File: config.mk
export PLATFORM = sky130hd
export DESIGN_NAME = u_dmem_wbuf
export DESIGN_NICKNAME = d
export VERILOG_FILES = /design/src/rtl/u_dmem_pkg.sv /design/src/rtl/u_wbuf_fifo.sv /design/src/rtl/u_dmem_wbuf.sv
export SDC_FILE = /design/constraint.sdc
export NUM_CORES = 1
export LEC_CHECK = 0
export ABC_AREA = 0
export CAP_MARGIN = 20
export CORE_MARGIN = 3
export CORE_UTILIZATION = 50
export DETAILED_ROUTE_END_ITERATION = 7
export GPL_ROUTABILITY_DRIVEN = 0
export PLACE_DENSITY = 0.73
export SLEW_MARGIN = 30
export SYNTH_ARGS = -nofsm -noshare
export SYNTH_HDL_FRONTEND = slang
export SYNTH_SLANG_ARGS = --single-unit
File: constraint.sdc
create_clock -name i_sys_clock -period 7.7 [get_ports i_sys_clock]
set_clock_uncertainty 0.2 [all_clocks]
set_input_delay 1.155 -clock i_sys_clock [delete_from_list [all_inputs] [get_ports i_sys_clock]]
set_output_delay 1.155 -clock i_sys_clock [all_outputs]
set_load 0.02 [all_outputs]
File: src/rtl/u_dmem_pkg.sv
// Shared types for the data-side write buffer.
// Entry layout, FSM states and lane geometry.
package u_dmem_pkg;

  localparam int LANES      = 4;
  localparam int OFF_W      = 2;
  localparam int MAX_ADDR_W = 32;
  localparam int WADDR_W    = MAX_ADDR_W - OFF_W;

  typedef struct packed {
    logic [WADDR_W-1:0] addr;
    logic [31:0]        data;
    logic [LANES-1:0]   be;
  } wbuf_entry_t;

  typedef enum logic [1:0] {
    IDLE,
    WR_REQ,
    RD_REQ
  } dmem_state_e;

endpackage

File: src/rtl/u_wbuf_fifo.sv
// Posted-store FIFO with count, full/empty and a parallel
// word-address match across all live entries.
module u_wbuf_fifo
  import u_dmem_pkg::*;
#(
  parameter int DEPTH = 4,
  parameter int CNT_W = $clog2(DEPTH + 1)
) (
  input  logic               clk,
  input  logic               rst_n,
  input  logic               push,
  input  wbuf_entry_t        push_entry,
  input  logic               pop,
  input  logic [WADDR_W-1:0] match_addr,
  output wbuf_entry_t        head,
  output logic [CNT_W-1:0]   count,
  output logic               full,
  output logic               empty,
  output logic               match
);

  localparam int PTR_W = $clog2(DEPTH);

  wbuf_entry_t      mem_q [DEPTH];
  wbuf_entry_t      mem_d [DEPTH];
  logic [PTR_W-1:0] wptr_q, wptr_d;
  logic [PTR_W-1:0] rptr_q, rptr_d;
  logic [CNT_W-1:0] count_q, count_d;
  logic             do_push, do_pop;

  assign full    = (count_q == CNT_W'(DEPTH));
  assign empty   = (count_q == '0);
  assign do_push = push & ~full;
  assign do_pop  = pop & ~empty;
  assign head    = mem_q[rptr_q];
  assign count   = count_q;

  always_comb begin
    mem_d   = mem_q;
    wptr_d  = wptr_q;
    rptr_d  = rptr_q;
    count_d = count_q;
    if (do_push) begin
      mem_d[wptr_q] = push_entry;
      wptr_d        = wptr_q + PTR_W'(1);
    end
    if (do_pop) begin
      rptr_d = rptr_q + PTR_W'(1);
    end
    unique case ({do_push, do_pop})
      2'b10:   count_d = count_q + CNT_W'(1);
      2'b01:   count_d = count_q - CNT_W'(1);
      default: count_d = count_q;
    endcase
  end

  // A slot is live when its distance from the read pointer is below count.
  always_comb begin
    logic [PTR_W-1:0] off;
    off   = '0;
    match = 1'b0;
    for (int i = 0; i < DEPTH; i++) begin
      off = PTR_W'(i) - rptr_q;
      if ((CNT_W'(off) < count_q) &&
          (mem_q[i].addr == match_addr)) begin
        match = 1'b1;
      end
    end
  end

  always_ff @(posedge clk or negedge rst_n) begin
    if (!rst_n) begin
      mem_q   <= '{default: '0};
      wptr_q  <= '0;
      rptr_q  <= '0;
      count_q <= '0;
    end else begin
      mem_q   <= mem_d;
      wptr_q  <= wptr_d;
      rptr_q  <= rptr_d;
      count_q <= count_d;
    end
  end

endmodule

File: src/rtl/u_dmem_wbuf.sv
// CPU data port with posted write buffer and blocking loads.
// Define WBUF_LOAD_BYPASS_EN to let loads pass non-matching stores.
module u_dmem_wbuf
  import u_dmem_pkg::*;
#(
  parameter int DEPTH  = 4,
  parameter int ADDR_W = 32
) (
  input  logic              i_sys_clock,
  input  logic              i_sys_reset,
  input  logic [ADDR_W-1:0] i_u_dmem_addr,
  input  logic [31:0]       i_u_dmem_wdata,
  input  logic              i_u_dmem_word,
  input  logic              i_u_dmem_wr,
  input  logic              i_u_dmem_rd,
  output logic [31:0]       o_u_dmem_rdata,
  output logic              o_u_dmem_stall,
  output logic              o_u_dmem_empty,
  output logic              o_u_dmem_mem_req,
  output logic              o_u_dmem_mem_we,
  output logic [ADDR_W-1:0] o_u_dmem_mem_addr,
  output logic [31:0]       o_u_dmem_mem_wdata,
  output logic [3:0]        o_u_dmem_mem_be,
  input  logic              i_u_dmem_mem_ack,
  input  logic [31:0]       i_u_dmem_mem_rdata
);

  localparam int CNT_W = $clog2(DEPTH + 1);

  dmem_state_e        state_q, state_d;
  logic               req_q, req_d;
  logic               rvalid_q, rvalid_d;
  logic [31:0]        rdata_q, rdata_d;
  wbuf_entry_t        push_entry, head;
  logic [WADDR_W-1:0] cpu_waddr;
  logic [CNT_W-1:0]   count;
  logic               full, fifo_empty, match;
  logic               push, pop, ack;
  logic               load_pend, load_ok;
  logic [7:0]         rd_lane;

  always_comb begin
    cpu_waddr = '0;
    cpu_waddr[ADDR_W-OFF_W-1:0] =
      i_u_dmem_addr[ADDR_W-1:OFF_W];
  end

  always_comb begin
    push_entry.addr = cpu_waddr;
    if (i_u_dmem_word) begin
      push_entry.data = i_u_dmem_wdata;
      push_entry.be   = 4'hF;
    end else begin
      push_entry.data = {4{i_u_dmem_wdata[7:0]}};
      push_entry.be   = LANES'(1) << i_u_dmem_addr[1:0];
    end
  end

  assign ack  = req_q & i_u_dmem_mem_ack;
  assign push = i_u_dmem_wr & ~full;
  assign pop  = (state_q == WR_REQ) & ack;

  u_wbuf_fifo #(
    .DEPTH (DEPTH)
  ) u_fifo (
    .clk        (i_sys_clock),
    .rst_n      (i_sys_reset),
    .push       (push),
    .push_entry (push_entry),
    .pop        (pop),
    .match_addr (cpu_waddr),
    .head       (head),
    .count      (count),
    .full       (full),
    .empty      (fifo_empty),
    .match      (match)
  );

  assign load_pend = i_u_dmem_rd & ~rvalid_q;

`ifdef WBUF_LOAD_BYPASS_EN
  assign load_ok = ~match;
`else
  assign load_ok = fifo_empty & ~match;
`endif

  assign rd_lane =
    i_u_dmem_mem_rdata[{i_u_dmem_addr[1:0], 3'b000} +: 8];

  always_comb begin
    state_d  = state_q;
    req_d    = req_q;
    rvalid_d = 1'b0;
    rdata_d  = rdata_q;
    unique case (state_q)
      IDLE: begin
        req_d = 1'b0;
        if (load_pend && load_ok) begin
          state_d = RD_REQ;
        end else if (!fifo_empty) begin
          state_d = WR_REQ;
        end
      end
      WR_REQ: begin
        req_d = ~ack;
        if (ack) begin
          state_d = IDLE;
        end
      end
      RD_REQ: begin
        req_d = ~ack;
        if (ack) begin
          state_d  = IDLE;
          rvalid_d = 1'b1;
          rdata_d  = i_u_dmem_word ? i_u_dmem_mem_rdata
                                   : {24'h0, rd_lane};
        end
      end
      default: begin
        state_d = IDLE;
        req_d   = 1'b0;
      end
    endcase
  end

  always_ff @(posedge i_sys_clock or negedge i_sys_reset) begin
    if (!i_sys_reset) begin
      state_q  <= IDLE;
      req_q    <= 1'b0;
      rvalid_q <= 1'b0;
      rdata_q  <= '0;
    end else begin
      state_q  <= state_d;
      req_q    <= req_d;
      rvalid_q <= rvalid_d;
      rdata_q  <= rdata_d;
    end
  end

  always_comb begin
    o_u_dmem_mem_addr  = '0;
    o_u_dmem_mem_wdata = '0;
    o_u_dmem_mem_be    = '0;
    unique case (state_q)
      WR_REQ: begin
        o_u_dmem_mem_addr =
          {head.addr[ADDR_W-OFF_W-1:0], {OFF_W{1'b0}}};
        o_u_dmem_mem_wdata = head.data;
        o_u_dmem_mem_be    = head.be;
      end
      RD_REQ: begin
        o_u_dmem_mem_addr =
          {i_u_dmem_addr[ADDR_W-1:OFF_W], {OFF_W{1'b0}}};
        o_u_dmem_mem_be = 4'hF;
      end
      default: ;
    endcase
  end

  assign o_u_dmem_mem_req = req_q;
  assign o_u_dmem_mem_we  = (state_q == WR_REQ);
  assign o_u_dmem_rdata   = rdata_q;
  assign o_u_dmem_empty   = fifo_empty & (state_q == IDLE);
  assign o_u_dmem_stall   = (i_u_dmem_wr & full) |
                            (i_u_dmem_rd & ~rvalid_q);

  a_rd_wr: assert property (
    @(posedge i_sys_clock) disable iff (!i_sys_reset)
    !(i_u_dmem_rd && i_u_dmem_wr));

  a_align: assert property (
    @(posedge i_sys_clock) disable iff (!i_sys_reset)
    ((i_u_dmem_rd || i_u_dmem_wr) && i_u_dmem_word)
      |-> (i_u_dmem_addr[1:0] == 2'b00));

endmodule

==> summary.md, run 1 <==
| Metric | Value |
|---|---|
| Antenna violations before repair | 2 |
| Final hold vios | 0 |
| Fin crit share | between 60% and 70% |
| Crit path kind | register to output port |
| Placed Area | 17,790 µm² |
| Crit start category | register |
| Syn_area_per_cell | about 12 µm² |
| Clk buf depth | 3 |
| # rows | 64 |
| Pwr Density | 449.2 nW/µm² |
| Yosys synthesis warning count | 0 |
| Synthesized area | around 16,000 µm² |
| Slew headroom | about a third |
| Post-synth top area cell | dfrtp_1 |
| Setup Total Neg Slack | 0 ns |
| CTS buffer count | 35 |
| Tmin final | ~5.0 ns |
| Cell variety after synth | 38 |
| CTS clk-pin slew, worst paths | 0.06 ns |
| Most area-consuming cells after synthesis | dfrtp_1, mux2_2, mux4_2 |
| Max-cap violations | 0 |
| Global-route usage over all layers | around a quarter |
| Core Util, Final | roughly 62% |
| DRC errors left | 0 |
| Post-synthesis cell count | ~1,400 |
| Ratio of cells with drive above 1 in the final layout | roughly a fifth |
| Leak | roughly 7.8 nW |
| Post-route design area | between 15,000 and 20,000 µm² |
| Number of gates resized after cts | 0 |
| I/O Pins | between 200 and 250 |
| Hold/Removal Path Class | register to register |
| Largest net degree at the start of global routing | around 180 |
| Non-filler instance count after layout | roughly 1,900 |
| Register area share after synthesis | 48.89% |
| Vias per cell | approximately 5.8 |
| Setup bufs post-CTS | 0 |
| Top cell type's share of synthesized area | between 40% and 50% |
| Die span in x | 183.3 µm |
| Routed WL per cell | ~21 µm |
| Area growth syn-to-layout | 20.75% |
| Vias | roughly 11,000 |
| First-pass GRT wire length | 65.16 mm |
| Inst Count DP | 1,854 |
| Final net count | between 1,500 and 2,000 |
| First-pass DRT Iterations | 5 |
| Status | finished clean |
| Setup Viol. Count Final | 0 |
| Max-slew violations | 0 |
| CTS Hold Bufs | 0 |
| Worst ir drop on vdd | ~0.2 mV |
| Clock Latency Late Sink | 0.51 ns |
| Via count of the first global-routing pass | approximately 11,000 |
| Actual slew at the worst max-slew pin | about 0.97 ns |
| Post-route ant nets | 0 |
| Max Fclk | roughly 200 MHz |
| Die ar. | approximately 34,000 µm² |
| Root Driver | clkbuf_16 |
| Yosys reg bits | around 310 |
| RSZ-0062 raised after global routing | false |
| Die height | between 150 and 200 µm |
| Initial Util | approximately half |
| CTS sink cnt | approximately 310 |
| Post-Route WL | 41.23 mm |
| Core footprint | approximately 30,000 µm² |
| Grt total ovfl | 0 |
| Post-DP HPWL | about 27 mm |
| DRT iter0 DRCs | between 800 and 900 |
| Critical path arrival | approximately 3.7 ns |
| PortBufs | 203 |
| CP max FO | 37 |
| H-tree levels | 2 |
| CTS tree | done |
| Worst path required time | 6.34 ns |
| WHS | between 0.2 and 0.3 ns |
| Crit path capture type | output port |
==> final cells by class <==
type / instances / area (µm²)
Fill cell: 2490 / 11780
Sequential cell: 307 / 7687
Multi-Input combinational cell: 921 / 7418
Timing Repair Buffer: 216 / 2162
Clock buffer: 51 / 1057
Tap cell: 396 / 495.5
Clock inverter: 11 / 95.09
Inverter: 15 / 56.30
Antenna cell: 1 / 2.502
==> critical path, cell delays in order, from the launching register on <==
cell and delay (ns):
dfrtp_4 0.88, buf_4 0.75, mux4_2 0.58, a22oi_1 0.27, nor2b_1 0.08, clkdlybuf4s50_1 0.55
==> power by group <==
group / leakage, nW / internal [mW] / switching, mW
Combinational: 3.46 / 2.01 / 1.84
Clock: 0.578 / 0.988 / 0.659
Sequential: 3.79 / 2.39 / 0.641
==> per-layer routing <==
layer  part of all wire, %  GRT usage, %
met4                   2.4         6.399
met1                    43         34.77
met2                    48         39.77
met5                 0.049             0
met3                   6.8         5.256
==> worst paths after layout <==
kind	start	to	slack, ns	depth (start not counted)
min reg2reg	o_u_dmem_rdata[26]	o_u_dmem_rdata[26]	0.27	2
max in group asynchronous	i_sys_reset	o_u_dmem_rdata[28]	5.55	3
min	o_u_dmem_rdata[26]	o_u_dmem_rdata[26]	0.27	2
max	u_fifo.rptr_q[0]	o_u_dmem_mem_addr[30]	2.69	5
max reg2reg	u_fifo.rptr_q[1]	state_q[1]	4.14	9
min in group asynchronous	i_sys_reset	u_fifo.mem_q[246]	0.39	1
==> flip-flops by register name, summed over array words and instances (netlist names) <==
| register | count |
|---|---|
| rvalid_q | 1 |
| u_fifo.rptr_q | 2 |
| u_fifo.wptr_q | 2 |
| u_fifo.mem_q | 264 |
| u_fifo.count | 3 |
| state_q | 2 |
| o_u_dmem_rdata | 32 |
| o_u_dmem_mem_req | 1 |
==> per-stage QoR <==
step / total power [mW] / setup slack, ns
final: 8.523 / 2.687
after global routing: 9.034 / 2.399
after CTS: 8.572 / 2.558
after detailed placement: 6.881 / 3.100
after global placement: 6.775 / 3.082
after floorplan: 5.526 / 4.437
==> layout by cell type (no fill, tap or decap), drive strengths merged <==
cell type	n
inv	16
bufinv	1
conb	2
a31oi	1
a22oi	38
and3	1
diode	1
o21a	1
and2	33
nor3	4
a2111oi	3
nor4b	1
a31o	1
nor2b	43
or2	1
clkbuf	51
o21ai	149
a21boi	2
nand3	7
nor2	16
clkinv	9
fa	1
mux4	66
xor2	29
a21oi	44
a21o	1
xnor2	98
clkdlybuf4s50	201
nand4	23
buf	15
nor4	8
dfrtp	307
mux2	160
ha	12
nand2	176
==> cells in the mapped netlist <==
library cell / instances
a2111oi_0: 3
a21boi_0: 1
a21boi_4: 1
a21o_1: 1
a21oi_1: 44
a22oi_1: 38
a31o_1: 1
a31oi_1: 1
and2_1: 33
and3_1: 1
buf_1: 3
buf_2: 34
buf_4: 7
buf_6: 10
clkbuf_1: 65
conb_1: 1
dfrtp_1: 307
fa_1: 1
ha_1: 12
inv_1: 14
inv_2: 1
mux2_1: 23
mux2_2: 137
mux4_2: 66
nand2_1: 172
nand2_2: 4
nand3_1: 7
nand4_1: 23
nor2_1: 16
nor2b_1: 43
nor3_1: 4
nor4_1: 8
nor4b_1: 1
o21a_1: 1
o21ai_0: 149
or2_2: 1
xnor2_1: 98
xor2_1: 29
==> kinds of logic after synthesis <==
family | Yosys count | synth area share [%]
AO/OA/AOI/OAI | 240 | 8.488
XOR/XNOR | 127 | 7.079
adder cells (fa/ha/maj) | 13 | 1.083
buffers and inverters | 134 | 4.117
flip-flops | 307 | 48.89
multiplexers | 226 | 20.93
other | 1 | 0.02386
AND/OR/NAND/NOR | 313 | 9.396
Note: power is estimated with default switching activity, not from simulation.
==> run 2: changes to the inputs <==
Clock period 7.7 ns to 5 ns, I/O delays scaled along.
==> run 2 against run 1 <==
- first-iteration DRC count down 1.7%
- die area unchanged
- critical path type unchanged
- sequential power grew 55%
- highest routed layer unchanged
- via count up 0.15%
- combinational power rose by 54%
- worst setup slack worse by 1.8 ns
- non-clock buffer count increased by 4
- total power is 53% higher
- routed wire length down 0.90%
- clock power grew 45%
- worst hold slack worse by 0.22 ns
- largest cell class unchanged
- clock-buffer cell count rose by 2
==> summary.md, run 2 (synthesis results as in run 1) <==
| Metric | Value |
|---|---|
| Status | finished clean |
| Most frequent cells in the layout | dfrtp_1, clkdlybuf4s50_1, nand2_1 |
| Max-slew violations | 0 (unchanged) |
| Final hold vios | 0 (unchanged) |
| Crit start category | register |
| DRT iter0 DRCs | 844 (-1.7%) |
| Area growth syn-to-layout | 20.40% |
| Non-filler instance count after layout | 1,921 (+0.16%) |
| H-tree levels | 2 (unchanged) |
| Setup Viol. Count Final | 0 (unchanged) |
| Worst ir drop on vdd | 0.3646 mV (+82%) |
| Max Fclk | roughly 240 MHz |
| Worst setup path startpoint | u_fifo.rptr_q[0] |
| Max-cap violations | 0 (unchanged) |
| Setup Total Neg Slack | 0 ns (unchanged) |
| First-pass GRT wire length | 64.72 mm (-0.69%) |
| Ratio of cells with drive above 1 in the final layout | 18.56% (-0.31 points) |
| Pwr Density | 687.4 nW/µm² (+53%) |
| Largest net degree at the start of global routing | 103 (-41%) |
| CP max FO | 41 (+11%) |
| Fin crit share | 82.77% |
| Antenna violations before repair | 2 (unchanged) |
| Worst reg2reg path endpoint | u_fifo.count[2] |
| Setup bufs post-CTS | 0 (unchanged) |
| Inst Count DP | 1,859 (+0.27%) |
| Clk buf depth | 3 (unchanged) |
| Vias | 11,130 (+0.15%) |
| Actual slew at the worst max-slew pin | 0.8644 ns (-0.1043 ns) |
| Worst path required time | 4.05 ns (-2.29 ns) |
| Tmin final | ~4.1 ns |
| Critical path arrival | 3.19 ns (-0.47 ns) |
| First-pass DRT Iterations | 5 (unchanged) |
| Multi-input logic area | 7418 µm² (unchanged) |
| CTS sink cnt | 307 (unchanged) |
| PortBufs | 203 (unchanged) |
| DRC errors left | 0 (unchanged) |
| Commonest non-fill, non-tap cell in the layout | dfrtp_1 |
| CTS buffer count | 35 (unchanged) |
| CTS tree | done |
| Crit Reg-Reg Startpoint | state_q[1] |
| Die ar. | 33,590 µm² (unchanged) |
| Global-route usage over all layers | 24.52% (-0.23 points) |
| Clock Latency Late Sink | 0.52 ns (about the same) |
| Flip-flop and latch area | 7690 µm² (about the same) |
| I/O Pins | 206 (unchanged) |
| Routed WL per cell | 21.27 µm (-1.1%) |
| Die height | 183.3 µm (unchanged) |
| Number of gates resized after cts | 0 (unchanged) |
| Slew headroom | 42.37% (+7.2 points) |
| Initial Util | 51.10% (unchanged) |
| Crit path capture type | output port |
| Vias per cell | 5.795 (about the same) |
| # rows | 64 (unchanged) |
| Die span in x | 183.3 µm (unchanged) |
| Grt total ovfl | 0 (unchanged) |
| Final net count | 1,615 (+0.25%) |
| Post-Route WL | 40.86 mm (-0.90%) |
| Leak | 7.798 nW (-0.46%) |
| Via count of the first global-routing pass | 11,440 (+1.6%) |
| Core footprint | 30,750 µm² (unchanged) |
| Root Driver | clkbuf_16 |
| Largest register FFs | 264 (unchanged) |
| Post-DP HPWL | 27.31 mm (-0.51%) |
| Reg2Reg Depth | 11 (+2) |
| RSZ-0062 raised after global routing | false |
| Filler Cells Inserted | 2,518 (+1.1%) |
| Ant diodes | 0 (-1) |
| Hold/Removal Path Class | input port to asynchronous set/reset pin |
| R2R Setup Slk | 1.95 ns (-2.19 ns) |
| Register name with the most flops | u_fifo.mem_q |
| Post-route ant nets | 0 (unchanged) |
| CTS Hold Bufs | 0 (unchanged) |
| Crit path kind | register to output port |
| CTS clk-pin slew, worst paths | 0.06 ns (about the same) |
-- run 2: changes by cell type in the layout (fill, tap and decap cells not counted), sizes merged --
| cell | before | now |
|---|---|---|
| diode | 1 | 0 |
| clkbuf | 51 | 53 |
| clkinv | 9 | 6 |
| buf | 15 | 19 |
| inv | 16 | 18 |
| bufinv | 1 | 0 |
-- run 2: where the power goes --
group	internal [mW]	switching, mW	total, mW	leakage (nW)
sequential	3.68	1.03	4.71	3.79
combinational	3.14	2.77	5.91	3.49
clock	1.38	1.01	2.39	0.520
-- run 2: final cells by class --
class	instances	area share, %
Sequential cell	307	40.65
Clock inverter	9	0.2976
Timing Repair Buffer	220	11.68
Multi-Input combinational cell	921	39.21
Tap cell	396	2.619
Inverter	15	0.2976
Clock buffer	53	5.251
-- run 2: worst max-delay path by stage --
stage | end | slack [ns] | cells past startpoint
global placement | o_u_dmem_mem_wdata[8] | 1.36 | 4
floorplan | o_u_dmem_mem_wdata[10] | 2.35 | 5
finish | o_u_dmem_mem_wdata[1] | 0.86 | 4
CTS | o_u_dmem_mem_wdata[1] | 0.78 | 4
global route | o_u_dmem_mem_wdata[1] | 0.64 | 4
detailed placement | o_u_dmem_mem_wdata[9] | 1.34 | 4
-- run 2: routing by layer --
| metal | GRT usage, % | vias up | share of wire (%) |
|---|---|---|---|
| li1 | - | 5041 | - |
| met1 | 33.92 | 5658 | 44 |
| met2 | 39.35 | 368 | 47 |
| met3 | 5.930 | 62 | 7.0 |
| met4 | 6.520 | 4 | 2.4 |
| met5 | 0 | - | 0.071 |
-- run 2: worst max-delay path, stage by stage, from the launching register on --
cell and delay, ns:
dfrtp_4 0.99, buf_4 0.39, mux4_2 0.54, and2_1 0.17, clkdlybuf4s50_1 0.56
-- run 2: stage by stage --
step           utilization, %  worst slack (ns)  power [mW]  hold slack, ns  area, µm²
5_1_grt                 61.53            0.6436       13.80          0.1339      18920
2_1_floorplan               -             2.353       8.509          0.2442      15720
3_3_place_gp            58.10             1.359       10.47          0.2571      17860
4_1_cts                 61.52            0.7750       13.08          0.1065      18920
3_5_place_dp            58.11             1.342       10.63          0.2645      17870
6_report                61.53            0.8613       13.01         0.05081      18920
==> run 3: changes to the inputs <==
Settings changed: PLACE_DENSITY 0.73 to 0.76.
Clock period 5 ns to 3.8 ns, I/O delays scaled along.
==> run 3 against run 2 <==
- flip-flop and latch count stayed put
- sequential power is 31% higher
- worst setup slack lost 0.69 ns
- utilization increased by 0.59 points
- clock-buffer cell count stayed put
- sequential share of layout area is 0.38 points lower
- combinational power rose by 36%
==> summary.md, run 3 (synthesis results as in run 1) <==
| Metric | Value |
|---|---|
| Status | finished clean |
| DRC errors left | 0 (unchanged) |
| Cells along the critical path | mux4_2 > a21oi_1 > nor2b_1 > clkdlybuf4s50_1 |
| Core Util, Final | 62.11% (+0.59 points) |
| Crit path kind | register to output port |
| First-pass DRT Iterations | 5 (unchanged) |
| Clk buf depth | 3 (unchanged) |
| Leak | 7.896 nW (+1.3%) |
| Vias per cell | 5.813 (+0.30%) |
| WP buf/inv | 1 (-1) |
| Clock Latency Late Sink | 0.50 ns (-0.02 ns) |
| Inst Count DP | 1,866 (+0.38%) |
| WHS | 0.2748 ns (+0.2239 ns) |
| PortBufs | 203 (unchanged) |
| Antenna violations before repair | 0 (-2) |
| H-tree levels | 2 (unchanged) |
| RSZ-0062 raised after global routing | false |
| Slowest cell delay on critical path | 0.95 ns (-0.04 ns) |
| Max-slew violations | 0 (unchanged) |
| Final WS setup | 0.1735 ns (-0.6878 ns) |
| CP max-delay cell | dfrtp_4 |
| Routed WL per cell | 21.56 µm (+1.3%) |
| Vias | 11,200 (+0.61%) |
| CTS buffer count | 35 (unchanged) |
| Tot Pwr | 17.38 mW (+34%) |
| Slew headroom | 44.82% (+2.4 points) |
| Max Fclk | between 200 and 300 MHz |
| Root Driver | clkbuf_16 |
| Most frequent cells in the layout | dfrtp_1, clkdlybuf4s50_1, nand2_1 |
| Die height | 183.3 µm (unchanged) |
| Tmin final | approximately 3.6 ns |
| Setup Viol. Count Final | 0 (unchanged) |
| CTS sink cnt | 307 (unchanged) |
| Grt total ovfl | 0 (unchanged) |
| Worst path required time | 3.03 ns (-1.02 ns) |
| Initial Util | 51.10% (unchanged) |
| Largest register FFs | 264 (unchanged) |
| Register name with the most flops | u_fifo.mem_q |
| Actual slew at the worst max-slew pin | 0.8278 ns (-0.03666 ns) |
| CTS tree | done |
| Final hold vios | 0 (unchanged) |
| Post-DP HPWL | 27.74 mm (+1.6%) |
| Pwr Density | 910.0 nW/µm² (+32%) |
| CP max FO | 50 (+22%) |
| First-pass GRT wire length | 65.54 mm (+1.3%) |
| Core footprint | 30,750 µm² (unchanged) |
| Fin crit share | 95.43% |
| Final net count | 1,623 (+0.50%) |
| Commonest non-fill, non-tap cell in the layout | dfrtp_1 |
| DRT iter0 DRCs | 737 (-13%) |
| Critical path arrival | 2.86 ns (-0.33 ns) |
| Die span in x | 183.3 µm (unchanged) |
| Crit start category | register |
| Ant diodes | 0 (unchanged) |
| Via count of the first global-routing pass | 11,590 (+1.3%) |
| Setup Total Neg Slack | 0 ns (unchanged) |
| Ratio of cells with drive above 1 in the final layout | 19.07% (+0.52 points) |
| Post-route ant nets | 0 (unchanged) |
| Area growth syn-to-layout | 21.55% |
| Crit-path leading delay family | flip-flops |
| Die ar. | 33,590 µm² (unchanged) |
| Post-route design area | 19,100 µm² (+0.95%) |
| CTS clk-pin slew, worst paths | 0.06 ns (about the same) |
| I/O Pins | 206 (unchanged) |
| Post-place setup slack | 0.6120 ns (-0.7302 ns) |
| Max-cap violations | 0 (unchanged) |
| Post-Route WL | 41.54 mm (+1.7%) |
| # rows | 64 (unchanged) |
| Non-filler instance count after layout | 1,927 (+0.31%) |
| Largest net degree at the start of global routing | 97 (-5.8%) |
| Worst ir drop on vdd | 0.4496 mV (+23%) |
| Crit path capture type | output port |
| Placed Area | 17,980 µm² (+0.64%) |
| Global-route usage over all layers | 24.92% (+0.40 points) |
| Filler Cells Inserted | 2,438 (-3.2%) |
| Hold/Removal Path Class | register to register |
-- run 3: timing repair --
| item | 4_1_cts | 5_1_grt |
|---|---|---|
| endpoints found under the hold margin | 92 | 0 |
| setup endpoints to repair | 0 | 11 |
| setup buffers | 0 | 0 |
| gates resized for setup | 0 | 1 |
| hold buffers | 1 | 0 |
-- run 3: power breakdown --
group          switching (mW)  internal, mW
sequential               1.31          4.84
combinational            3.81          4.20
clock                    1.30          1.93
total                    6.42          11.0
-- run 3: cell type report --
| cell class | count | area, µm² | share of cell area, % |
|---|---|---|---|
| flip-flops and latches | 307 | 7690 | 40.26 |
| multi-input cells | 921 | 7416 | 38.83 |
| repair buffers | 228 | 2338 | 12.24 |
| clock buffers | 53 | 1066 | 5.581 |
| well taps | 396 | 495.5 | 2.594 |
| inverters | 15 | 56.30 | 0.2948 |
| clock inverters | 7 | 37.54 | 0.1965 |
-- run 3: layer usage --
layer	up-vias	global-route usage, %	wire (µm)
met3	100	6.684	3332
met5	-	0	0
li1	5049	-	-
met4	0	9.385	1562
met2	408	39.93	19410
met1	5644	32.89	17240
-- run 3: final timing paths --
check / from / endpoint / slack, ns / cells after the start
setup / recovery: u_fifo.rptr_q[1] / o_u_dmem_mem_be[2] / 0.17 / 4
hold / removal: u_fifo.mem_q[96] / u_fifo.mem_q[96] / 0.27 / 2
setup reg to reg: state_q[1] / u_fifo.count[2] / 0.76 / 11
hold reg to reg: u_fifo.mem_q[96] / u_fifo.mem_q[96] / 0.27 / 2
max in group asynchronous: i_sys_reset / o_u_dmem_rdata[6] / 1.96 / 3
min in group asynchronous: i_sys_reset / u_fifo.mem_q[48] / 0.52 / 2
-- run 3: tightest hold or removal path, stage by stage, from the launching register on --
cell and delay (ns):
dfrtp_1 0.33, nand2_1 0.04, o21ai_0 0.06
